[src/rtl/conv_pkg.sv]
// Shared constants and FSM state type for the convolution MAC sequencer.
package conv_pkg;

   localparam int unsigned KSIZE_D   = 3;
   localparam int unsigned IMG_W_D   = 8;
   localparam int unsigned IMG_H_D   = 8;
   localparam int unsigned MAC_LAT_D = 1;
   localparam int unsigned OUT_W_D   = IMG_W_D - KSIZE_D + 1;
   localparam int unsigned OUT_H_D   = IMG_H_D - KSIZE_D + 1;
   localparam int unsigned TAPS_D    = KSIZE_D * KSIZE_D;
   localparam int unsigned SUM_W     = 32;

   typedef enum logic [2:0] {
      StIdle,
      StClear,
      StFetch,
      StDrain,
      StOutput
   } conv_state_e;

endpackage

[src/rtl/conv_window_addr_gen.sv]
// Window (row/col) and tap (kr/kc) counters with pixel/weight address arithmetic.
module conv_window_addr_gen
   import conv_pkg::*;
#(
   parameter int unsigned KSIZE  = KSIZE_D,
   parameter int unsigned IMG_W  = IMG_W_D,
   parameter int unsigned IMG_H  = IMG_H_D,
   parameter int unsigned PIX_AW = 8,
   parameter int unsigned WT_AW  = 4
) (
   input  logic              clk,
   input  logic              reset,
   input  logic              clear,
   input  logic              advance_tap,
   input  logic              advance_window,
   output logic [PIX_AW-1:0] pix_addr,
   output logic [WT_AW-1:0]  wt_addr,
   output logic [7:0]        row,
   output logic [7:0]        col,
   output logic              last_tap,
   output logic              last_window
);

   localparam int unsigned OUT_W = IMG_W - KSIZE + 1;
   localparam int unsigned OUT_H = IMG_H - KSIZE + 1;

   logic [7:0] row_q, col_q, kr_q, kc_q;

   assign last_tap    = (kr_q == 8'(KSIZE - 1)) && (kc_q == 8'(KSIZE - 1));
   assign last_window = (row_q == 8'(OUT_H - 1)) && (col_q == 8'(OUT_W - 1));

   assign pix_addr = PIX_AW'((32'(row_q) + 32'(kr_q)) * 32'(IMG_W) + 32'(col_q) + 32'(kc_q));
   assign wt_addr  = WT_AW'(32'(kr_q) * 32'(KSIZE) + 32'(kc_q));
   assign row      = row_q;
   assign col      = col_q;

   always_ff @(posedge clk) begin
      if (reset || clear) begin
         row_q <= '0;
         col_q <= '0;
         kr_q  <= '0;
         kc_q  <= '0;
      end else begin
         if (advance_tap) begin
            if (kc_q == 8'(KSIZE - 1)) begin
               kc_q <= '0;
               kr_q <= last_tap ? 8'd0 : kr_q + 8'd1;
            end else begin
               kc_q <= kc_q + 8'd1;
            end
         end
         // Wrapping to 0 after the last window leaves the counters ready for the next image.
         if (advance_window) begin
            if (last_window) begin
               row_q <= '0;
               col_q <= '0;
            end else if (col_q == 8'(OUT_W - 1)) begin
               col_q <= '0;
               row_q <= row_q + 8'd1;
            end else begin
               col_q <= col_q + 8'd1;
            end
         end
      end
   end

endmodule

[src/rtl/conv_mac_sequencer.sv]
// Drives a MAC through a stride-1 unpadded KSIZE x KSIZE convolution and streams window sums.
module conv_mac_sequencer
   import conv_pkg::*;
#(
   parameter int unsigned KSIZE   = KSIZE_D,
   parameter int unsigned IMG_W   = IMG_W_D,
   parameter int unsigned IMG_H   = IMG_H_D,
   parameter int unsigned PIX_AW  = 8,
   parameter int unsigned WT_AW   = 4,
   parameter int unsigned MAC_LAT = MAC_LAT_D
) (
   input  logic              clk,
   input  logic              reset,
   input  logic              start,
   output logic              busy,
   output logic              done,
   output logic [PIX_AW-1:0] pix_addr,
   input  logic [7:0]        pix_data,
   output logic [WT_AW-1:0]  wt_addr,
   input  logic [7:0]        wt_data,
   output logic [7:0]        mac_x,
   output logic [7:0]        mac_y,
   output logic              mac_accum_reset,
   input  logic [SUM_W-1:0]  mac_sum,
   output logic              out_valid,
   input  logic              out_ready,
   output logic [SUM_W-1:0]  out_data,
   output logic [7:0]        out_row,
   output logic [7:0]        out_col
);

   // Last operand cycle plus the accumulator's own latency.
   localparam int unsigned DRAIN_CYCLES = 1 + MAC_LAT;

   conv_state_e state_q, state_d;

   logic [3:0]        drain_q;
   logic              tap_valid_q;
   logic [PIX_AW-1:0] pix_addr_q;
   logic [WT_AW-1:0]  wt_addr_q;
   logic [SUM_W-1:0]  out_data_q;
   logic              done_q, done_d;

   logic              clear_cnt, advance_tap, advance_window, capture;
   logic              last_tap, last_window;
   logic [PIX_AW-1:0] gen_pix_addr;
   logic [WT_AW-1:0]  gen_wt_addr;
   logic [7:0]        gen_row, gen_col;

   conv_window_addr_gen #(
      .KSIZE  (KSIZE),
      .IMG_W  (IMG_W),
      .IMG_H  (IMG_H),
      .PIX_AW (PIX_AW),
      .WT_AW  (WT_AW)
   ) u_addr_gen (
      .clk            (clk),
      .reset          (reset),
      .clear          (clear_cnt),
      .advance_tap    (advance_tap),
      .advance_window (advance_window),
      .pix_addr       (gen_pix_addr),
      .wt_addr        (gen_wt_addr),
      .row            (gen_row),
      .col            (gen_col),
      .last_tap       (last_tap),
      .last_window    (last_window)
   );

   always_comb begin
      state_d        = state_q;
      clear_cnt      = 1'b0;
      advance_tap    = 1'b0;
      advance_window = 1'b0;
      capture        = 1'b0;
      done_d         = 1'b0;
      unique case (state_q)
         StIdle: begin
            if (start) begin
               clear_cnt = 1'b1;
               state_d   = StClear;
            end
         end
         StClear: state_d = StFetch;
         StFetch: begin
            advance_tap = 1'b1;
            if (last_tap) state_d = StDrain;
         end
         StDrain: begin
            if (drain_q == 4'(DRAIN_CYCLES - 1)) begin
               capture = 1'b1;
               state_d = StOutput;
            end
         end
         StOutput: begin
            if (out_ready) begin
               advance_window = 1'b1;
               if (last_window) begin
                  done_d  = 1'b1;
                  state_d = StIdle;
               end else begin
                  state_d = StClear;
               end
            end
         end
         default: state_d = StIdle;
      endcase
   end

   always_ff @(posedge clk) begin
      if (reset) begin
         state_q     <= StIdle;
         drain_q     <= '0;
         tap_valid_q <= 1'b0;
         pix_addr_q  <= '0;
         wt_addr_q   <= '0;
         out_data_q  <= '0;
         done_q      <= 1'b0;
      end else begin
         state_q     <= state_d;
         drain_q     <= (state_q == StDrain) ? drain_q + 4'd1 : 4'd0;
         tap_valid_q <= (state_q == StFetch);
         done_q      <= done_d;
         if (state_q == StFetch) begin
            pix_addr_q <= gen_pix_addr;
            wt_addr_q  <= gen_wt_addr;
         end
         if (capture) out_data_q <= mac_sum;
      end
   end

   // Addresses come straight from the counters while fetching and hold the last tap otherwise.
   assign pix_addr        = (state_q == StFetch) ? gen_pix_addr : pix_addr_q;
   assign wt_addr         = (state_q == StFetch) ? gen_wt_addr : wt_addr_q;
   assign mac_x           = tap_valid_q ? pix_data : 8'd0;
   assign mac_y           = tap_valid_q ? wt_data : 8'd0;
   assign mac_accum_reset = reset || (state_q == StClear);
   assign busy            = (state_q != StIdle);
   assign done            = done_q;
   assign out_valid       = (state_q == StOutput);
   assign out_data        = out_data_q;
   assign out_row         = gen_row;
   assign out_col         = gen_col;

endmodule

[config.mk]
export PLATFORM = sky130hd
export DESIGN_NAME = conv_mac_sequencer
export DESIGN_NICKNAME = d
export VERILOG_FILES = /design/src/rtl/conv_pkg.sv /design/src/rtl/conv_window_addr_gen.sv /design/src/rtl/conv_mac_sequencer.sv
export SDC_FILE = /design/constraint.sdc
export NUM_CORES = 1
export LEC_CHECK = 0
export CELL_PAD_IN_SITES_DETAIL_PLACEMENT = 1
export CELL_PAD_IN_SITES_GLOBAL_PLACEMENT = 1
export CORE_AREA = 2 2 113 115
export DETAILED_ROUTE_END_ITERATION = 10
export DIE_AREA = 0 0 115 117
export GPL_TIMING_DRIVEN = 0
export PLACE_DENSITY = 0.92
export SLEW_MARGIN = 20
export SYNTH_ARGS = -nofsm -noshare
export SYNTH_HDL_FRONTEND = slang
export SYNTH_HIERARCHICAL = 1
export SYNTH_SLANG_ARGS = --single-unit
[constraint.sdc]
create_clock -name clk -period 8.8 [get_ports clk]
set_input_delay 1.32 -clock clk [delete_from_list [all_inputs] [get_ports clk]]
set_output_delay 1.32 -clock clk [all_outputs]
set_load 0.005 [all_outputs]
==> summary.md <==
| Metric | Value |
|---|---|
| Largest family of logic cells by synthesized area | `simple AND/OR/NAND/NOR gates` |
| # fillers | `1391` |
| Worst IR Drop VDD | `64.8 uV` |
| FP Rows | `41` |
| Layout Skew | `5.13 ps` |
| Register area share after synthesis | `36.1%` |
| Boundary Pins | `132` |
| CTS root buf | `clkbuf_16` |
| TritonCTS clock tree | `done` |
| Seq cells post-synth | `85` |
| Critical-path cell list | `ha_1 > inv_1 > fa_1 > inv_1 > fa_1 > ha_1 > a21oi_1 > o21ai_0 > xnor2_1 > mux2_2 > clkdlybuf4s50_1` |
| Register area | `1700 sq um` |
| Data arrival, critical path | `3880 ps` |
| DRT Pass-1 Iters | `4` |
| Die Height | `117 um` |
| Post-CTS resize count | `0` |
| Initial antenna violation count | `0` |
| Drt drc | `0` |
| Setup Crit Path Kind | `flip-flop to output pin` |
| Worst Setup SP | `u_addr_gen/kr_q[0]$_SDFFE_PP0P_` |
| Leak Pwr | `2.50 nW` |
| Post-layout min period | `5200 ps` |
| Drt wl/cell | `16.5 um` |
| Max Root-Sink Buffers | `2` |
| Total wire length | `13000 um` |
| Area of the multi-input gates | `2780 sq um` |
| Worst rel slew slack | `68.4%` |
| Nets | `720` |
| CP endpoint kind | `output pin` |
| RePlAce Congestion | `0.769` |
| Simple-gate share of the synthesized area | `26.3%` |
| Cts hold-fix bufs | `0` |
| Avg Cell Area, Syn | `9.64 sq um` |
| Postcts setup bufs | `0` |
| Max cap viols | `0` |
| Initial Util | `38.3%` |
| CTS buffer count | `9` |
| CP delay by family, top | `adder cells` |
| Final hold violation count | `0` |
| Syn Nets | `578` |
| Max Freq | `192 MHz` |
| Grt ovf | `0` |
| GRT Util Overall | `19.9%` |
| Clock transition at the registers of the reported paths | `60 ps` |
| Post-Syn Area | `4720 sq um` |
| Core area | `12300 sq um` |
| Antenna diodes | `0` |
| Largest net degree at the start of global routing | `14` |
| Worst Slack Setup Final | `3600 ps` |
| Xor/xnor cell area share of the yosys netlist | `7.80%` |
| Cells after Synth | `489` |
| Post-synthesis adder-cell area fraction | `11.2%` |
| RSZ-0062 raised after global routing | `false` |
| Cell Pwr Density | `126 nW/um^2` |
| Hold path start | `out_data[7]$_SDFFE_PP0P_` |
| Post-Place Worst Slack | `3970 ps` |
| Final Cycle Share | `59.1%` |
| Number of DRC markers in iteration 0 | `121` |
| Layout overhead on the synthesized area | `37.3%` |
| Library cells used by synthesis | `46` |
| H-tree depth | `3` |
| First-pass GRT wire length | `21100 um` |
| Via density | `5.01` |
| Setup Total Neg Slack | `0 ps` |
| WP data required | `7480 ps` |
| Clock latency on the worst-skew pair | `340 ps` |
| Vias in the first global route | `4270` |
| Synth Warn # | `6` |
| Synth Area in Compound Gates | `3.26%` |
| Sink Count | `85` |
| Via count | `3937` |
| Tightest Pin Transition | `474 ps` |
| Worst R2R Start | `u_addr_gen/kr_q[0]$_SDFFE_PP0P_` |
| Width of the die | `115 um` |
| Setup crit start kind | `flip-flop` |
| Critical path fanouts, max | `9` |
| Endpoints failing setup | `0` |
| IO Port Bufs | `131` |
| Pins over their slew limit | `0` |
| Crit-path max cell delay | `540 ps` |
| Worst hold path type | `flip-flop to flip-flop` |
| Worst path bufs/invs | `3` |
| Die ar. | `13500 sq um` |
| Mux cell area share after synthesis | `10.3%` |
| Layout cells sized above 1 | `7.39%` |
| DP HPWL | `10100 um` |
| Slowest-stage cell, CP | `dfxtp_1` |
| Antenna Violating Nets Remaining | `0` |
| Outcome | `completed` |
-- cell usage after synthesis, drive strengths merged --
cell / number / area, sq um
or3b: 1 / 8.76
and3b: 1 / 8.76
and4: 1 / 10.0
nor3b: 3 / 43.8
or3: 2 / 12.5
o22ai: 1 / 6.26
a211oi: 3 / 22.5
nand2: 16 / 60.1
nor2b: 6 / 37.5
mux2i: 32 / 320
and2: 17 / 106
nor4b: 4 / 62.6
nand4: 6 / 37.5
a21oi: 11 / 55.1
o21bai: 2 / 15.0
nor2: 38 / 145
ha: 28 / 350
or4: 1 / 11.3
nor3: 13 / 65.1
nor4: 3 / 18.8
xnor2: 32 / 280
clkbuf: 12 / 55.1
a21o: 4 / 30.0
dfxtp: 85 / 1700
xor2: 10 / 87.6
or4b: 1 / 10.0
and4b: 1 / 10.0
nand2b: 66 / 413
fa: 9 / 180
mux2: 12 / 165
o21ai: 3 / 15.0
buf: 7 / 66.3
and2b: 8 / 60.1
and3: 9 / 58.8
o21ba: 1 / 10.0
nand3: 10 / 62.6
inv: 30 / 113
-- sequential cells by signal, summed over array words and instances (netlist names), 3 cells and up --
name	cells
out_data	32
pix_addr_q	8
u_addr_gen/col	8
u_addr_gen/kc_q	8
u_addr_gen/kr_q	8
u_addr_gen/row	8
drain_q	4
wt_addr_q	4
state_q	3
-- power by group --
part,internal (mW),switching [mW]
logic,0.0469,0.0331
registers,0.388,0.00435
clock network,0.189,0.153
-- area by class of cell --
class                           count  area share (%)
Multi-Input combinational cell    355            42.9
Tap cell                          150            2.90
Sequential cell                    85            26.3
Timing Repair Buffer              131            20.3
Clock inverter                      5           0.425
Inverter                           30            1.74
Buffer                             19            1.87
Clock buffer                       11            3.59
-- path summary, 6_finish.rpt --
| check | endpoint | slack, ps | cells after the start |
|---|---|---|---|
| max reg2reg | pix_addr_q[7]$_SDFF_PP0_ | 5500 | 11 |
| min | out_data[7]$_SDFFE_PP0P_ | 480 | 2 |
| max | pix_addr[7] | 3600 | 11 |
| min reg2reg | out_data[7]$_SDFFE_PP0P_ | 480 | 2 |
-- cells in the final DEF, fill, tap and decap left out, types with 11 or more instances in the layout --
| cell type | count |
|---|---|
| clkdlybuf4s50_1 | 131 |
| dfxtp_1 | 85 |
| nand2b_1 | 66 |
| nor2_1 | 37 |
| mux2i_1 | 32 |
| xnor2_1 | 32 |
| inv_1 | 30 |
| ha_1 | 28 |
| and2_1 | 17 |
| nand2_1 | 16 |
| clkbuf_1 | 13 |
| nor3_1 | 13 |
| a21oi_1 | 11 |
-- per-stage QoR --
step / std cells / total power, mW / hold WS [ps] / util (%) / instance area (sq um)
floorplan: 489 / 0.436 / 433 / - / 4720
global placement: 770 / 0.477 / 443 / 50.5 / 6210
detailed placement: 770 / 0.481 / 456 / 50.5 / 6210
CTS: 786 / 0.822 / 480 / 52.6 / 6470
global route: 786 / 0.848 / 500 / 52.6 / 6470
finish: 786 / 0.815 / 477 / 52.6 / 6470
-- per-layer routing --
layer  share of wire (%)  up-vias  GRT usage [%]
li1                    -     1890              -
met1                  40     1919           22.5
met2                  53      111           37.0
met3                 5.3       17           3.96
met4                 1.7        0           7.47
met5                   0        -              0
-- worst register-to-register path: cells and delay by family (launching register included) --
family | cells | cell delay, ps
AOI/OAI and AO/OA | 2 | 380
xor gates and xnor gates | 1 | 180
adders and majority gates | 4 | 1530
buffers and inverters | 2 | 120
DFF | 1 | 540
muxes | 1 | 290
and+or+nand+nor | 1 | 140
-- cell families (layout without fill, tap and decap cells) --
| logic type | count (synthesis) | in the layout |
|---|---|---|
| buffers and inverters | 49 | 196 |
| XOR/XNOR | 42 | 42 |
| multiplexers | 44 | 44 |
| AO/OA/AOI/OAI | 25 | 25 |
| flip-flops | 85 | 85 |
| AND/OR/NAND/NOR | 207 | 207 |
| adder cells (fa/ha/maj) | 37 | 37 |
(Power assumes the default switching activity.)
